File: src/rtl/miss_fill_sequencer.sv
// Miss handler: picks a victim way, writes it back if dirty, refills the line
// beat by beat, then pulses allocateWay so the replacement policy can update.
module miss_fill_sequencer #(
    parameter int NUM_WAYS      = 4,
    parameter int ADDRESS_WIDTH = 32,
    parameter int OFFSET_BITS   = 4,
    parameter int BEAT_COUNT    = 4
) (
    input  logic                          clk,
    input  logic                          reset_n,
    input  logic                          missValid,
    input  logic [ADDRESS_WIDTH-1:0]      missAddr,
    output logic                          missReady,
    input  logic [NUM_WAYS-1:0]           validWays,
    input  logic [NUM_WAYS-1:0]           dirtyWays,
    input  logic [NUM_WAYS-1:0]           evictionTarget,
    input  logic                          evictionReady,
    output logic [NUM_WAYS-1:0]           victimWay,
    input  logic [ADDRESS_WIDTH-1:0]      victimTagAddr,
    output logic                          memReqValid,
    input  logic                          memReqReady,
    output logic                          memReqWrite,
    output logic [ADDRESS_WIDTH-1:0]      memReqAddr,
    input  logic                          memRespValid,
    output logic                          fillWe,
    output logic [$clog2(BEAT_COUNT)-1:0] fillBeat,
    output logic [NUM_WAYS-1:0]           allocateWay,
    output logic                          protocolError
);

    localparam int                     BW        = $clog2(BEAT_COUNT);
    localparam int                     LW        = ADDRESS_WIDTH - OFFSET_BITS;
    localparam logic [BW-1:0]          LAST_BEAT = BW'(BEAT_COUNT - 1);
    localparam logic [BW-1:0]          BEAT_ONE  = BW'(1);
    localparam logic [NUM_WAYS-1:0]    WAY_ONE   = NUM_WAYS'(1);
    localparam logic [NUM_WAYS-1:0]    WAY_NONE  = {NUM_WAYS{1'b0}};

    typedef enum logic [2:0] {
        S_IDLE   = 3'd0,
        S_SELECT = 3'd1,
        S_WB_REQ = 3'd2,
        S_RD_REQ = 3'd3,
        S_REFILL = 3'd4,
        S_ALLOC  = 3'd5
    } state_t;

    state_t              state_q, state_d;
    logic [NUM_WAYS-1:0] victim_q, victim_d;
    logic [LW-1:0]       miss_line_q, miss_line_d;
    logic [BW-1:0]       beat_q, beat_d;
    logic                perr_q, perr_d;

    logic [NUM_WAYS-1:0] first_invalid_s;
    logic [NUM_WAYS-1:0] target_pick_s;
    logic                unused_bits_s;

    // Isolates the lowest set bit (two's-complement trick).
    function automatic logic [NUM_WAYS-1:0] lowest_one(input logic [NUM_WAYS-1:0] v);
        return v & (~v + WAY_ONE);
    endfunction

    function automatic logic is_onehot(input logic [NUM_WAYS-1:0] v);
        return (v != WAY_NONE) && ((v & (v - WAY_ONE)) == WAY_NONE);
    endfunction

    assign first_invalid_s = lowest_one(~validWays);
    assign target_pick_s   = lowest_one(evictionTarget);
    assign victimWay       = victim_q;
    assign fillBeat        = beat_q;
    assign protocolError   = perr_q;
    assign unused_bits_s   = ^{missAddr[OFFSET_BITS-1:0], victimTagAddr[OFFSET_BITS-1:0]};

    // Next-state and output decode for the miss sequence.
    always_comb begin
        state_d     = state_q;
        victim_d    = victim_q;
        miss_line_d = miss_line_q;
        beat_d      = beat_q;
        perr_d      = perr_q;
        missReady   = 1'b0;
        memReqValid = 1'b0;
        memReqWrite = 1'b0;
        memReqAddr  = {ADDRESS_WIDTH{1'b0}};
        fillWe      = 1'b0;
        allocateWay = WAY_NONE;
        case (state_q)
            S_IDLE: begin
                missReady = 1'b1;
                if (missValid) begin
                    miss_line_d = missAddr[ADDRESS_WIDTH-1:OFFSET_BITS];
                    state_d     = S_SELECT;
                end else begin
                    state_d = S_IDLE;
                end
            end
            S_SELECT: begin
                // An invalid way always wins; the policy is only consulted for a full set.
                if (!(&validWays)) begin
                    victim_d = first_invalid_s;
                    state_d  = S_RD_REQ;
                end else if (evictionReady) begin
                    if (evictionTarget == WAY_NONE) begin
                        perr_d  = 1'b1;
                        state_d = S_SELECT;
                    end else begin
                        victim_d = target_pick_s;
                        perr_d   = perr_q | ~is_onehot(evictionTarget);
                        if ((dirtyWays & target_pick_s) != WAY_NONE) begin
                            state_d = S_WB_REQ;
                        end else begin
                            state_d = S_RD_REQ;
                        end
                    end
                end else begin
                    state_d = S_SELECT;
                end
            end
            S_WB_REQ: begin
                memReqValid = 1'b1;
                memReqWrite = 1'b1;
                memReqAddr  = {victimTagAddr[ADDRESS_WIDTH-1:OFFSET_BITS], {OFFSET_BITS{1'b0}}};
                if (memReqReady) begin
                    state_d = S_RD_REQ;
                end else begin
                    state_d = S_WB_REQ;
                end
            end
            S_RD_REQ: begin
                memReqValid = 1'b1;
                memReqAddr  = {miss_line_q, {OFFSET_BITS{1'b0}}};
                if (memReqReady) begin
                    state_d = S_REFILL;
                end else begin
                    state_d = S_RD_REQ;
                end
            end
            S_REFILL: begin
                fillWe = memRespValid;
                if (memRespValid) begin
                    if (beat_q == LAST_BEAT) begin
                        beat_d  = {BW{1'b0}};
                        state_d = S_ALLOC;
                    end else begin
                        beat_d = beat_q + BEAT_ONE;
                    end
                end else begin
                    beat_d = beat_q;
                end
            end
            S_ALLOC: begin
                allocateWay = victim_q;
                state_d     = S_IDLE;
            end
            default: begin
                state_d = S_IDLE;
            end
        endcase
    end

    // State and datapath registers with synchronous active-low reset.
    always_ff @(posedge clk) begin
        if (!reset_n) begin
            state_q     <= S_IDLE;
            victim_q    <= WAY_NONE;
            miss_line_q <= {LW{1'b0}};
            beat_q      <= {BW{1'b0}};
            perr_q      <= 1'b0;
        end else begin
            state_q     <= state_d;
            victim_q    <= victim_d;
            miss_line_q <= miss_line_d;
            beat_q      <= beat_d;
            perr_q      <= perr_d;
        end
    end

endmodule

File: config.mk
export PLATFORM = sky130hd
export DESIGN_NAME = miss_fill_sequencer
export DESIGN_NICKNAME = d
export VERILOG_FILES = /design/src/rtl/miss_fill_sequencer.sv
export SDC_FILE = /design/constraint.sdc
export NUM_CORES = 1
export LEC_CHECK = 0
export CAP_MARGIN = 15
export CORE_ASPECT_RATIO = 1.75
export CORE_MARGIN = 10
export CORE_UTILIZATION = 41
export DETAILED_ROUTE_END_ITERATION = 8
export GPL_TIMING_DRIVEN = 0
export PLACE_DENSITY = 0.87
export SYNTH_ARGS = -nofsm -noshare
export SYNTH_HDL_FRONTEND = slang
export SYNTH_SLANG_ARGS = --single-unit
File: constraint.sdc
create_clock -name clk -period 2.6 [get_ports clk]
set_clock_uncertainty 0.1 [all_clocks]
set_input_delay 0.26 -clock clk [delete_from_list [all_inputs] [get_ports clk]]
set_output_delay 0.26 -clock clk [all_outputs]
set_load 0.1 [all_outputs]
After elaboration in Yosys (flattened, before gate mapping)
Cells that the tools add are included.
Widths: inputs -> output; s select.
- bits in read-only memories: 0
- output and inout port bits: 47
- register bits: 38
- RAM bits: 0
- input bits: 82
- bits in latches: 0
- memories: 0
- shifts and indexed selects: 0
- multipliers: 0
- equal/unequal tests: 10
- muxes and demuxes: 21
- bitwise gates (word level): 9
- order comparisons: 0
- div/mod/pow operators: 0
- add/sub/neg operators: 4
- reductions and logical operators: 13
- operators by type and width (kind ; number):
    $pmux 32 s2 ; 1
    $and 4x4->4 ; 4
    $mux 4 ; 4
    $mux 3 ; 5
    $pmux 3 s5 ; 1
    $not 4->4 ; 3
    $add 4x1->4 const B ; 2
    $logic_not 4->1 ; 2
    $mux 1 ; 8
    $ne 2x2->1 const B ; 4
    $reduce_bool 4->1 ; 2
    $eq 3x2->1 const B ; 2
    $eq 3x3->1 const B ; 2
    $reduce_and 2->1 ; 3
    $reduce_and 6->1 ; 1
    $mux 2 ; 2
    $reduce_and 4->1 ; 1
    $sub 4x1->4 const B ; 1
    $eq 3x1->1 const B ; 1
    $logic_not 3->1 ; 1
    $reduce_and 3->1 ; 1
    $add 2x1->2 const B ; 1
    $eq 2x2->1 const B ; 1
    $reduce_or 2->1 ; 1
    3 further kinds ; 3

Longest topological paths before layout
Gate-level depths: netlist (run 1).
- word-level depth: 10
- depth in mapped cells: 6
- depth with buffers taken out: 5

Worst setup path before layout (run 1)
Ideal clock, no wire load.
- path type: register to register
- start: register state_q[2]
- end: register miss_line_q[23]
- setup slack: -0.044 ns
- path buffers: 1
- cell stages (with the launch flop): 6
- clock period less this slack: 2.644 ns
- data arrival time: 2.427 ns
- path through: dfxtp_1 nor3_2 nand2_1 clkbuf_1 nand2_1 a21boi_1
- longest elaborated chain between the ends: 2
- RTL lines (what ; RTL line ; source):
    start: declaration ; 47 ; state_t state_q, state_d;
    start signal: assignment ; 169 ; state_q <= state_d;
    $logic_not 3->1 ; 86 ; case (state_q)
    $reduce_and 2->1 (no source line) ; - ;
    end signal: assignment ; 165 ; miss_line_q <= {LW{1'b0}};
    end signal: assignment ; 171 ; miss_line_q <= miss_line_d;
    end: declaration ; 49 ; logic [LW-1:0] miss_line_q, miss_line_d;
Every way passes these cells.
A chain may end at the register's enable or synchronous reset.

Worst setup path after layout (run 1)
- start: register state_q[2]
- end: output memReqAddr[6]
- longest elaborated chain between the ends: 2
- elaborated cells between the ends (all ways): 3
- classes of those cells: eq/ne (2); mux (1)
- RTL lines (what ; RTL line ; source):
    $eq 3x2->1 ; 86 ;
    $pmux 32 s2 (*) ; 86 ;
    end: declaration ; 23 ; output logic [ADDRESS_WIDTH-1:0] memReqAddr,
Mark *: on every way between the ends. The rest lies on a longest branch, timed or not.

==> results of run 1 <==
## layout make-up
cell class,instances,area (um^2)
tap,55,68.82
inverter,5,18.77
clock inverter,1,30.03
clock buffer,7,76.32
buffer,24,123.9
multi-input combinational,209,1282
sequential,38,760.7
timing repair buffer,113,1135
fill,458,1715
## metal layers
metal / global-route usage [%] / vias up / wire (um)
met2: 32.24 / 88 / 4225
li1: - / 1162 / -
met1: 15.36 / 1047 / 2494
met4: 8.503 / 0 / 241
met3: 4.677 / 15 / 554
met5: 0 / - / 0
## worst min path at each step
stage	end	depth (start not counted)	slack, ns	startpoint
floorplan	miss_line_q[0]	2	0.29	missAddr[4]
global placement	miss_line_q[20]	2	0.34	miss_line_q[20]
detailed placement	miss_line_q[2]	2	0.35	miss_line_q[2]
CTS	miss_line_q[0]	2	0.34	reset_n
global route	miss_line_q[0]	2	0.35	reset_n
finish	miss_line_q[0]	2	0.33	reset_n
## synth_stat cells (2+ instances only)
| master | number | area (um^2) |
|---|---|---|
| nand2b_1 | 4 | 25.02 |
| and3_1 | 5 | 31.28 |
| inv_1 | 5 | 18.77 |
| buf_1 | 3 | 11.26 |
| nand2_1 | 61 | 229.0 |
| nor2_1 | 36 | 135.1 |
| o21ai_0 | 3 | 15.01 |
| buf_2 | 8 | 40.04 |
| and2_1 | 2 | 12.51 |
| a21boi_1 | 29 | 217.7 |
| dfxtp_1 | 38 | 760.7 |
| a21oi_1 | 3 | 15.01 |
| a31oi_1 | 2 | 12.51 |
| o31ai_1 | 2 | 15.01 |
| o211a_1 | 2 | 20.02 |
| clkbuf_1 | 8 | 30.03 |
| nand4_1 | 2 | 12.51 |
| nor2b_1 | 4 | 25.02 |
| buf_4 | 4 | 30.03 |
| mux2i_1 | 31 | 310.3 |
## kinds of logic (layout without fill, tap and decap cells)
group / Yosys count / in the layout
simple gates: 120 / 120
flops: 38 / 38
compound gates: 51 / 51
xor+xnor: 2 / 2
mux: 31 / 31
buf+inv: 29 / 150
other cells: 1 / 4
fa+ha+maj: 1 / 1
## critical path, delay by kind of cell (launching register included)
| kind | cells | cell delay (ns) |
|---|---|---|
| flip-flops | 1 | 0.37 |
| AND/OR/NAND/NOR | 2 | 0.31 |
| buffers and inverters | 3 | 1.12 |
## power by group through the flow
| stage | sequential, W | combinational, W | clock [W] |
|---|---|---|---|
| CTS | 0.000689 | 0.00120 | 0.000492 |
| finish | 0.000688 | 0.00119 | 0.000481 |
| floorplan | 0.000742 | 0.000830 | 0 |
| global route | 0.000696 | 0.00126 | 0.000516 |
| detailed placement | 0.000701 | 0.00121 | 0 |
| global placement | 0.000698 | 0.00120 | 0 |
## per-stage QoR
step | utilization [%] | std cells | setup WS, ns
after global routing | 67.08 | 452 | 0.01024
after detailed placement | 64.95 | 444 | -0.1159
final | 67.08 | 452 | 0.1464
after floorplan | - | 276 | 0.08533
after global placement | 64.95 | 444 | -0.1157
after CTS | 67.54 | 452 | -0.1487
## state kept, by name, summed over array words and instances (netlist names)
name and count:
fillBeat 2, miss_line_q 28, protocolError 1, state_q 3, victimWay 4
## layout by cell type, fill, tap and decap left out, drive strengths merged, types with 2 or more instances in the layout
cell / n
mux2i: 31
buf: 15
o21ai: 4
clkdlybuf4s50: 78
clkdlybuf4s15: 28
conb: 4
a31oi: 2
nand4: 2
and3: 5
inv: 5
clkbuf: 22
nor2: 36
nand2: 61
nor2b: 4
o211a: 2
and2: 2
a21oi: 4
o31ai: 2
nand2b: 4
dfxtp: 38
a21boi: 29
==> reports/metrics.cfg, run 1 <==
[sta]
finalCriticalPeriod_ns=2.454
period_share_pct=94.37
tightest_slew_ns=0.9987
hold_ws_ns=0.3324
rsz0062_at_grt=false
finalHoldViolations=0
maxSlewHeadroom_pct=33.21
clock.fmax_mhz=407.6
slew_violations=0
setup_viol=0
tns_ns=0

[floorplan]
die_area_um2=8708
row_count=35
die_w_um=74.96
ios=129
die_h_um=116.2
core_area_um2=5211
start_util_pct=41.58

[final_layout]
drive_above_1_share_pct=14.61
design_area_um2=3496
fin_nets=479
diodes=0
area_growth_pct=61.32

[grt]
antenna_found_initial=0
grt.total_usage_pct=16.91
grt_first_pass_wirelength_um=11490
grt_max_degree=12
grt_pass1_vias=2389
grt_overflow=0

[logic_synthesis]
yosys.area_share.simple_pct=24.25
seq_area_frac_synth_pct=35.10
synth_xor_area_share_pct=0.8083
synth_edf_count=0
syn_avg_cell_area_um2=7.938
async_flop_share_pct=0
syn_area_um2=2167
ys_ff_latch=38
synth-compound-area-share_pct=18.24
synth_flop_cell=dfxtp_1
syn_inst=273
synth.distinct_cells=41
synth-adder-area-share_pct=0.5774
synthMuxAreaShare_pct=14.32
synth_top_family_by_area=simple AND/OR/NAND/NOR gates
synth_warnings=0

[power]
p_clk_share_pct=20.4
total_power_w=0.002359
swShare_pct=44.86
leakage_nw=1.392
p_comb_share_pct=50.4
max-vdd-ir-drop_mv=0.4532
internal-power_w=0.001301
seqPwrFrac_pct=29.2
power_density_nw_per_um2=674.8
p_sw_w=0.001058

[clocking]
cts_root_buf=clkbuf_8
htreeDepth=2
clock_path_buffers=2
post_cts_buffers=0
cts_tree=done
cts_inserted_buffers=5
holdBufCountCts=0
clkSlewWorstSetupHoldPaths_ns=0.07
clkLatencyLatePin_ns=0.28
cts_resized=93
clkSinkCount=38

[detailed_routing]
drc=0
drtAntennaViolNets=0
wl_per_cell_um=16.63
via_per_inst=5.115
routed_wl_um=7515
drt-initial-drc-count=106
vias=2312
dr.pass1.iters=4

[min_path]
holdCritPathClass=in2reg

[placed_design]
io_buffers=113
place_area_um2=3385
place_congestion=0.8496
dp_hpwl_um=6190

[job]
drv_cap=0

[setup_path]
cpMaxStageDelayCell=clkdlybuf4s15_2
arrival_ns=2.09
critPathLaunch=state_q[2]
crit_fanout=10
worstSetupPathType=reg2out
critPathCaptureType=primary output
worstSetupEndpoint=memReqAddr[6]
r2r-end=victimWay[1]
required_ns=2.24
r2r_start=state_q[0]
crit_chain=buf_2, nand2b_1, buf_1, nor2_1, clkdlybuf4s15_2
rr_worst_depth=5
start_kind=flip-flop
max_stage_delay_ns=0.48
ff2ff_setup_slack_ns=0.86

[status]
status=finished clean

Note: power is estimated with default switching activity, not from simulation.
==> inputs of run 2 (changes only) <==
Settings changed: CELL_PAD_IN_SITES_DETAIL_PLACEMENT set to 1, CELL_PAD_IN_SITES_GLOBAL_PLACEMENT set to 1, CORE_UTILIZATION 41 to 28, PLACE_DENSITY 0.87 to not set, PLACE_DENSITY_LB_ADDON set to 0.1.
==> run 2 against run 1 <==
Sequential share of layout area shrank 0.69 points; design area rose by 3.3%; flip-flop and latch count unchanged; critical path type unchanged; largest power group unchanged; highest routed layer unchanged.
==> reports/metrics.cfg, run 2 (synthesis results as in run 1) <==
[status]
status=finished clean  ; unchanged

[setup_path]
max_stage_delay_ns=0.86  ; was 0.48 ns
required_ns=2.24  ; about the same
critPathCaptureType=primary output  ; unchanged
start_kind=flip-flop  ; unchanged
worstSetupPathType=reg2out  ; unchanged
crit_fanout=10  ; unchanged
cpMaxStageDelayCell=clkdlybuf4s15_1  ; was clkdlybuf4s15_2
crit_chain=buf_6, nor2_1, and3_1, clkbuf_1, clkdlybuf4s15_1  ; was buf_2, nand2b_1, buf_1, nor2_1, clkdlybuf4s15_2
arrival_ns=2.11  ; was 2.09 ns

[placed_design]
dpl_worst_slack_ns=-0.1613  ; was -0.1159 ns
place_congestion=0.7308  ; was 0.8496
dp_hpwl_um=6824  ; was 6190 um
io_buffers=113  ; unchanged
place_inst=477  ; was 444

[final_layout]
drive_above_1_share_pct=15.11  ; was 14.61%
regMostFlops=miss_line_q  ; unchanged
final_common_cell=clkdlybuf4s50_1  ; unchanged
fin_nets=479  ; unchanged
largest_reg_flops=28  ; unchanged
stdcell_count=485  ; was 452
diodes=0  ; unchanged
fin_util_pct=47.72  ; was 67.08%
final_cell_mix=clkdlybuf4s50_1, nand2_1, dfxtp_1, nor2_1, clkdlybuf4s15_2  ; was clkdlybuf4s50_1, nand2_1, dfxtp_1, nor2_1, mux2i_1
area_growth_pct=66.63  ; was 61.32%

[floorplan]
ios=129  ; unchanged
row_count=42  ; was 35
die_w_um=86.50  ; was 74.96 um
die_h_um=136.4  ; was 116.2 um
start_util_pct=28.64  ; was 41.58%
core_area_um2=7567  ; was 5211 um^2
die_area_um2=11800  ; was 8708 um^2

[detailed_routing]
via_per_inst=4.845  ; was 5.115
vias=2350  ; was 2,312
routed_wl_um=8275  ; was 7515 um
drt-initial-drc-count=48  ; was 106
dr.pass1.iters=4  ; unchanged
drtAntennaViolNets=0  ; unchanged
drc=0  ; unchanged
wl_per_cell_um=17.06  ; was 16.63 um

[sta]
finalCriticalPeriod_ns=2.466  ; was 2.454 ns
rsz0062_at_grt=false  ; unchanged
finalHoldViolations=0  ; unchanged
tns_ns=0  ; unchanged
setup_viol=0  ; unchanged
hold_ws_ns=0.2993  ; was 0.3324 ns
layout_setup_ws_ns=0.1342  ; was 0.1464 ns
tightest_slew_ns=0.9934  ; was 0.9987 ns
slew_violations=0  ; unchanged
clock.fmax_mhz=405.6  ; was 407.6 MHz
maxSlewHeadroom_pct=33.57  ; was 33.21%
period_share_pct=94.84  ; was 94.37%

[clocking]
clkSlewWorstSetupHoldPaths_ns=0.06  ; was 0.07 ns
clock_path_buffers=2  ; unchanged
cts_tree=done  ; unchanged
clkLatencyLatePin_ns=0.28  ; about the same
cts_root_buf=clkbuf_16  ; was clkbuf_8
holdBufCountCts=0  ; unchanged
clkSinkCount=38  ; unchanged
post_cts_buffers=0  ; unchanged
cts_inserted_buffers=5  ; unchanged
htreeDepth=2  ; unchanged

[grt]
gr-usage-met3_pct=4.554  ; was 4.677%
grt_max_degree=12  ; unchanged
use_met1_pct=12.98  ; was 15.36%
grt_pass1_vias=2573  ; was 2,389
grt_most_used_layer=met2  ; unchanged
antenna_found_initial=0  ; unchanged
grt.total_usage_pct=13.96  ; was 16.91%
grt_first_pass_wirelength_um=13090  ; was 11,490 um
use_met2_pct=27.55  ; was 32.24%
grt_overflow=0  ; unchanged

[power]
power_density_nw_per_um2=691.2  ; was 674.8 nW/um^2
max-vdd-ir-drop_mv=0.4005  ; was 0.4532 mV
leakage_nw=1.415  ; was 1.392 nW

[min_path]
holdCritPathClass=in2reg  ; unchanged

[job]
drv_cap=0  ; unchanged

## run 2: cell count changes in the layout (fill, tap and decap cells not counted)
cell and delta:
clkdlybuf4s15_2 +4, clkdlybuf4s15_1 +1, bufinv_16 -1, clkinv_2 +1
clkbuf_2 -3, clkbuf_1 -1, clkbuf_8 -4, buf_1 -2
clkbuf_16 +5
## run 2: worst max-delay path, delay by kind of cell (launching register included)
family / cells / cell delay (ns)
buf+inv: 3 / 1.19
flops: 1 / 0.34
simple gates: 2 / 0.29
## run 2: final timing paths
check / startpoint / to / slack [ns] / cells past startpoint
worst max-delay path: state_q[0] / fillWe / 0.13 / 5
worst min-delay path: reset_n / miss_line_q[26] / 0.30 / 2
worst max register to register: state_q[1] / miss_line_q[25] / 0.82 / 5
worst min register to register: miss_line_q[3] / miss_line_q[3] / 0.35 / 2
## run 2: layout make-up
type,count,area (um^2)
multi-input cells,209,1282
clock inverters,1,5.005
inverters,5,18.77
clock buffers,7,142.6
fillers,913,3956
plain buffers,24,126.4
repair buffers,113,1165
flip-flops and latches,38,760.7
well taps,88,110.1
## run 2: timing repair
action | in CTS | in global routing
endpoints found under the setup margin | 35 | 24
cloned | 0 | 0
gates resized for setup | 99 | 6
## run 2: report_power, final
group | internal [W] | switching [W] | total [W]
combinational | 0.000371 | 0.000826 | 0.00120
sequential | 0.000645 | 0.0000429 | 0.000688
clock | 0.000380 | 0.000231 | 0.000611
total | 0.00140 | 0.00110 | 0.00250
## run 2: per-stage QoR
step                instance area, um^2  total power [W]
floorplan                          2185         0.001571
global placement                   3426         0.001916
detailed placement                 3426         0.001934
CTS                                3610         0.002539
global route                       3611         0.002631
finish                             3611         0.002496
## run 2: metal layers
metal | up-vias | share of wire, %
li1 | 1163 | -
met1 | 1110 | 35
met2 | 71 | 57
met3 | 6 | 6.4
met4 | 0 | 1.1
met5 | - | 0
==> inputs of run 3 (changes only) <==
Settings changed: CORE_UTILIZATION 28 to 26, TNS_END_PERCENT set to 50.
Clock period 2.6 ns to 2.4 ns, I/O delays scaled along.
==> run 3 against run 2 <==
Critical path depth down 1; first-iteration DRC count decreased by 42%; combinational power is 8% higher; global-route usage is 0.57 points lower; cell count rose by 0.82%; sequential power is 8.1% higher; via count shrank 0.98%; design area shrank 1.8%; flip-flop and latch count unchanged; clock power increased by 8.8%.
==> reports/metrics.cfg, run 3 (synthesis results as in run 1) <==
[clocking]
cts_resized=105  ; was 99
post_cts_buffers=0  ; unchanged
clkLatencyLatePin_ns=0.28  ; about the same
cts_tree=done  ; unchanged
clkSlewWorstSetupHoldPaths_ns=0.05  ; was 0.06 ns
holdBufCountCts=0  ; unchanged
clock_path_buffers=2  ; unchanged
cts_inserted_buffers=5  ; unchanged
cts_root_buf=clkbuf_16  ; unchanged
htreeDepth=2  ; unchanged
clkSinkCount=38  ; unchanged

[detailed_routing]
dr.pass1.iters=4  ; unchanged
routed_wl_um=8389  ; was 8275 um
via_per_inst=4.759  ; was 4.845
drc=0  ; unchanged
wl_per_cell_um=17.16  ; was 17.06 um
drtAntennaViolNets=0  ; unchanged
drt-initial-drc-count=28  ; was 48
vias=2327  ; was 2,350

[final_layout]
fin_nets=479  ; unchanged
diodes=0  ; unchanged
regMostFlops=miss_line_q  ; unchanged
final_common_cell=clkdlybuf4s50_1  ; unchanged
area_growth_pct=63.57  ; was 66.63%
fillers=1008  ; was 913
ff_latch_area_um2=760.7  ; unchanged
fin_util_pct=43.21  ; was 47.72%
final_cell_mix=clkdlybuf4s50_1, nand2_1, dfxtp_1, nor2_1, mux2i_1  ; was clkdlybuf4s50_1, nand2_1, dfxtp_1, nor2_1, clkdlybuf4s15_2
largest_reg_flops=28  ; unchanged
drive_above_1_share_pct=15.62  ; was 15.11%
multi_input_area_um2=1282  ; unchanged

[min_path]
holdCritPathClass=in2reg  ; unchanged
worstHoldStart=reset_n  ; unchanged
whs_endpoint=miss_line_q[1]  ; was miss_line_q[26]
hold_depth=2  ; unchanged

[floorplan]
ios=129  ; unchanged
die_h_um=140.8  ; was 136.4 um
start_util_pct=26.42  ; was 28.64%
die_w_um=89.02  ; was 86.50 um
row_count=44  ; was 42
core_area_um2=8203  ; was 7567 um^2
die_area_um2=12530  ; was 11,800 um^2

[sta]
maxSlewHeadroom_pct=33.52  ; was 33.57%
hold_ws_ns=0.3174  ; was 0.2993 ns
layout_setup_ws_ns=0.09331  ; was 0.1342 ns
clock.fmax_mhz=433.5
period_share_pct=96.11
setup_viol=0  ; unchanged
slew_violations=0  ; unchanged
rsz0062_at_grt=true  ; was false
tightest_slew_ns=0.9956  ; was 0.9934 ns
finalHoldViolations=0  ; unchanged
tns_ns=0  ; unchanged
finalCriticalPeriod_ns=2.307

[setup_path]
ff2ff_setup_slack_ns=0.65  ; was 0.82 ns
required_ns=2.06  ; was 2.24 ns
start_kind=flip-flop  ; unchanged
crit_fanout=10  ; unchanged
arrival_ns=1.97  ; was 2.11 ns
r2r-end=victimWay[1]  ; was miss_line_q[25]
r2r_start=state_q[0]  ; was state_q[1]
rr_worst_depth=5  ; unchanged
critPathCaptureType=primary output  ; unchanged
worstSetupPathType=reg2out  ; unchanged

[grt]
grt_first_pass_wirelength_um=12900  ; was 13,090 um
grt_max_degree=12  ; unchanged
grt_overflow=0  ; unchanged
grt_pass1_vias=2357  ; was 2,573
grt.total_usage_pct=13.39  ; was 13.96%
antenna_found_initial=0  ; unchanged

[job]
drv_cap=0  ; unchanged

[power]
power_density_nw_per_um2=760.9  ; was 691.2 nW/um^2
leakage_nw=1.434  ; was 1.415 nW
total_power_w=0.002697  ; was 0.002496 W
max-vdd-ir-drop_mv=0.4283  ; was 0.4005 mV

[placed_design]
dp_hpwl_um=6841  ; was 6824 um
io_buffers=113  ; unchanged
place_congestion=0.7712  ; was 0.7308
dpl_worst_slack_ns=-0.3943  ; was -0.1613 ns

[status]
status=finished clean  ; unchanged

-- run 3: per-stage QoR --
step	std cells	area [um^2]
2_1_floorplan	276	2185
3_3_place_gp	481	3431
5_1_grt	489	3545
6_report	489	3545
4_1_cts	489	3622
3_5_place_dp	481	3431
-- run 3: area by class of cell --
| class | count | area share (%) |
|---|---|---|
| multi-input cells | 209 | 36.18 |
| repair buffers | 113 | 30.85 |
| flip-flops and latches | 38 | 21.46 |
| clock buffers | 7 | 4.024 |
| plain buffers | 24 | 3.565 |
| well taps | 92 | 3.247 |
| inverters | 5 | 0.5295 |
| clock inverters | 1 | 0.1412 |
-- run 3: worst max-delay path by stage --
stage / cells after the start / startpoint / end / slack, ns
after floorplan: 4 / state_q[2] / memReqAddr[11] / -0.09
after global placement: 5 / state_q[2] / memReqAddr[21] / -0.38
after detailed placement: 5 / state_q[2] / memReqAddr[21] / -0.39
after CTS: 4 / state_q[0] / allocateWay[1] / -0.18
after global routing: 5 / state_q[2] / memReqAddr[15] / -0.02
final: 4 / state_q[0] / allocateWay[3] / 0.09
-- run 3: power breakdown --
group	switching (W)	internal (W)	leakage, nW
clock network	0.000253	0.000412	0.0739
registers	0.0000448	0.000699	0.311
logic	0.000899	0.000390	1.05
-- run 3: layer usage --
metal / GRT usage, % / wire, um / up-vias
li1: - / - / 1160
met1: 13.49 / 3078 / 1087
met2: 24.85 / 4604 / 70
met3: 3.866 / 544 / 10
met4: 4.630 / 162 / 0
met5: 0 / 0 / -
-- run 3: critical path, stage by stage (launching register included) --
cell,delay (ns)
dfxtp_1,0.39
buf_6,0.16
nor2b_1,0.37
and3_1,0.21
clkdlybuf4s15_2,0.55
==> edit 1, RTL diff (flow settings as in run 3) <==
The 6 states of `state_t` get a Gray code encoding in 3 bits.
--- a/src/rtl/miss_fill_sequencer.sv
+++ b/src/rtl/miss_fill_sequencer.sv
@@ -37,10 +37,10 @@
 
     typedef enum logic [2:0] {
-        S_IDLE   = 3'd0,
-        S_SELECT = 3'd1,
-        S_WB_REQ = 3'd2,
-        S_RD_REQ = 3'd3,
-        S_REFILL = 3'd4,
-        S_ALLOC  = 3'd5
+        S_IDLE   = 3'b000,
+        S_SELECT = 3'b001,
+        S_WB_REQ = 3'b011,
+        S_RD_REQ = 3'b010,
+        S_REFILL = 3'b110,
+        S_ALLOC  = 3'b111
     } state_t;
 
Check against the original RTL: same outputs for any inputs over 10 cycles, from zero or initial values and one cycle with reset_n low; not proved beyond that.
==> edit 1 against run 3 <==
Setup slack better by 30 ps; total power is 11% lower; design area is 2.7% lower; area after synthesis is 7.3% lower; sequential power fell by 0.7%; hold slack worse by 27 ps; wire length shrank 4.5%; sequential cell count unchanged; highest routed layer unchanged.
==> edit 1: results (changes against run 3) <==
pre-CTS setup slack=-821 ps (-427 ps); Switching Share=41.2% (-3.2 points); Syn Inst Count=241 (-12%); internal power=0.00141 W (-5.8%); total CTS buffers=5 (unchanged); register area share after synthesis=37.9% (+2.8 points); hold_ws=290 ps (-27.1 ps); clock network area share=3.85% (-0.32 points); Tot GR Track Use=13.5% (+0.10 points); bufs w/o clock=136 (-0.73%); leakage=1.41 nW (-1.6%); Post-DP Area=3270 um2 (-4.7%); first-pass GRT wire length=12.8 mm (-0.86%); clock share of power=25.7% (+1.1 points); placed instance count=445 (-7.5%); inverter count=4 (-1); initial drt markers=47 (+68%); FILL cells=918 (-8.9%); combinational power share=43.5% (-4.3 points); relative slew slack=34.7% (+1.2 points); largest net degree at the start of global routing=11 (-1); Die X=86.4 um (-2.9%); share of layout cells above drive strength 1=16.5% (+0.87 points); crit path DAT=1940 ps (-30 ps); Root Buffer=clkbuf_16; Non-clock buffer share=37.5% (+3.1 points); storage element area=761 um2 (unchanged); Netlist cell types=42 (+2.4%); drt total wl=8.01 mm (-4.5%); Hold Path Sink=miss_line_q[22]$_SDFFE_PN0P_; Worst R2R Path Depth=6 (+1); FF+latch count=38 (unchanged); Via Count=2191 (-5.8%); sequential share of cell area=22.1% (+0.60 points); Commonest cells post-synth=nand2_1 (68), dfxtp_1 (38), a22o_1 (28), a21boi_0 (26), buf_2 (10); reg2reg start=state_q[1]$_SDFFE_PN0P_; Syn. warnings=0 (unchanged); Ant. Diodes=0 (unchanged); Final setup viols=0 (unchanged); gpl congestion=0.735 (-4.7%); initial antenna violation count=0 (unchanged); multi-input gate share of the layout cell area=33.0% (-3.2 points); #MultiIn Comb=179 (-14%); outcome=completed; R2R Path End=miss_line_q[8]$_SDFFE_PN0P_; dominant cells by area after synthesis=dfxtp_1 (38%), nand2_1 (13%), a22o_1 (12%); Initial DRT Pass Iterations=2 (-2); I/O Buffers=113 (unchanged); vias in the first global route=2384 (+1.1%); Max Root-Sink Buffers=2 (unchanged); nets=447 (-6.7%); Hold Path Class=in2reg; Most used DFF post-synth=dfxtp_1; maximum vdd drop=327 uV (-24%); Post-DP HPWL=6.56 mm (-4.1%); Avg Vias per Cell=4.85 (+1.9%)
-- edit 1: changes by cell type after synthesis, sizes merged, moves of 2 or more --
cell    change
buf         -2
o21a        +2
or3         +2
and2        +3
a31oi       -2
mux2i      -30
nand2       +7
and3        -4
nand2b      -2
nor2       -35
a22o       +27
o21ai       -2
-- edit 1: per-layer routing --
| metal | GRT usage, % | part of all wire [%] |
|---|---|---|
| met1 | 13.1 | 35 |
| met2 | 25.5 | 56 |
| met3 | 5.09 | 7.6 |
| met4 | 3.53 | 1.0 |
| met5 | 0 | 0 |
-- edit 1: timing repair --
item                                    4_1_cts  5_1_grt
setup buffers                                 0        0
pin swaps                                     0        0
endpoints found under the setup margin       36       31
gates resized for setup                     204       19
-- edit 1: kinds of logic (layout without fill, tap and decap cells) --
family | after synthesis | count (layout) | share of synthesized area, %
simple gates | 94 | 94 | 21.2
flops | 38 | 38 | 37.9
mux | 1 | 1 | 0.498
other cells | 1 | 4 | 0.187
buf+inv | 27 | 147 | 6.42
xor+xnor | 1 | 1 | 0.436
compound gates | 78 | 78 | 32.7
fa+ha+maj | 1 | 1 | 0.623
-- edit 1: how the worst max path moves through the flow --
stage                            start              to  slack (ps)
2_1_floorplan  state_q[1]$_SDFFE_PN0P_  memReqAddr[14]          -8
3_3_place_gp   state_q[1]$_SDFFE_PN0P_  memReqAddr[11]        -720
3_5_place_dp   state_q[1]$_SDFFE_PN0P_  memReqAddr[12]        -820
4_1_cts        state_q[1]$_SDFFE_PN0P_  memReqAddr[28]           3
5_1_grt        state_q[1]$_SDFFE_PN0P_  memReqAddr[15]          -5
6_report       state_q[0]$_SDFFE_PN0P_  memReqAddr[12]         120
-- edit 1: critical path: stages, from the launching register on --
cell and delay (ps):
dfxtp_1 460, and2b_2 300, nor2b_1 140, buf_4 180
buf_4 180, a22o_1 220, buf_12 170
==> edit 2, RTL diff (settings of run 3) <==
Without the edit above. Change the parameter `OFFSET_BITS` from 4 to 3.
--- a/src/rtl/miss_fill_sequencer.sv
+++ b/src/rtl/miss_fill_sequencer.sv
@@ -4,5 +4,5 @@
     parameter int NUM_WAYS      = 4,
     parameter int ADDRESS_WIDTH = 32,
-    parameter int OFFSET_BITS   = 4,
+    parameter int OFFSET_BITS   = 3,
     parameter int BEAT_COUNT    = 4
 ) (
Function: changed (Yosys sat finds a counterexample within 4 cycles, from zero or initial values and one cycle with reset_n low).
==> edit 2 against run 3 <==
Total power increased by 8.4%; critical path depth increased by 1; wire length increased by 4.4%; non-clock buffer count increased by 4; sequential cell count increased by 1; global-route usage increased by 0.11 points; setup slack got worse by 6.4 ps; design area increased by 2.1%; sequential share of layout area increased by 0.11 points; cell count increased by 6.5%; area after synthesis increased by 3.5%; largest power group unchanged.
==> edit 2: results (changes against run 3) <==
first-pass GRT wire length=13.9 mm (+7.5%); met2 Use GR=26.0% (+1.2 points); met3 global-route usage=3.57% (-0.30 points); I/O Buffers=116 (+2.7%); Metal-1 WL=3.51 mm (+14%); Commonest cells post-synth=nand2_1 (63), dfxtp_1 (39), nor2_1 (37), mux2i_1 (32), a21boi_0 (19); leakage=1.50 nW (+4.5%); Syn Inst Count=280 (+2.6%); slew at the pin with the worst max-slew slack=978 ps (-18.0 ps); internal power=0.00170 W (+13%); largest net degree at the start of global routing=13 (+1); maximum vdd drop=559 uV (+31%); initial drt markers=65 (+130%); met1 usage=13.8% (+0.36 points); placed instance count=513 (+6.7%); CTS resizes=176 (+68%); gpl congestion=0.732 (-5.1%); Tot GR Track Use=13.5% (+0.11 points); CP peak stage delay=450 ps (-100 ps); outcome=completed; dominant cells by area after synthesis=dfxtp_1 (35%), mux2i_1 (14%), nand2_1 (11%); vias in the first global route=2617 (+11%); pre-CTS setup slack=-439 ps (-45.1 ps); Via Count=2370 (+1.8%); DR WL/cell=16.8 um (-2.0%)
## edit 2: changes by cell type after synthesis, moves of 2 or more
cell	run 3	this run
a21boi_0	0	19
buf_4	4	6
and3_2	0	5
and3_1	5	0
a21boi_1	29	11
nand2_1	61	63
## edit 2: power by group through the flow
stage          clock network (W)  registers, W  logic, W
3_3_place_gp                   0      0.000775   0.00137
2_1_floorplan                  0      0.000822  0.000927
6_report                0.000854      0.000764   0.00131
3_5_place_dp                   0      0.000779   0.00138
5_1_grt                 0.000909      0.000772   0.00140
4_1_cts                 0.000883      0.000765   0.00134
## edit 2: cell type report
| cell class | count | area, um2 |
|---|---|---|
| well taps | 115 | 144 |
| repair buffers | 116 | 1000 |
| inverters | 5 | 18.8 |
| multi-input cells | 213 | 1350 |
| clock buffers | 6 | 129 |
| plain buffers | 25 | 139 |
| flip-flops and latches | 39 | 781 |
| clock inverters | 2 | 60.1 |
| fillers | 1033 | 4750 |
## edit 2: path summary, 6_finish.rpt
kind | start | endpoint | slack (ps) | cells after the start
hold reg to reg | miss_line_q[24]$_SDFFE_PN0P_ | miss_line_q[24]$_SDFFE_PN0P_ | 360 | 2
setup reg to reg | state_q[1]$_SDFFE_PN0P_ | miss_line_q[23]$_SDFFE_PN0P_ | 670 | 6
setup / recovery | state_q[0]$_SDFFE_PN0P_ | memReqAddr[9] | 90 | 5
hold / removal | reset_n | victimWay[1]$_SDFFE_PN0P_ | 190 | 2
## edit 2: kinds of logic after synthesis
group	synth area share (%)
buf+inv	6.75
xor+xnor	0.781
simple gates	24.2
other cells	0.167
compound gates	18.5
fa+ha+maj	0.558
flops	34.8
mux	14.3
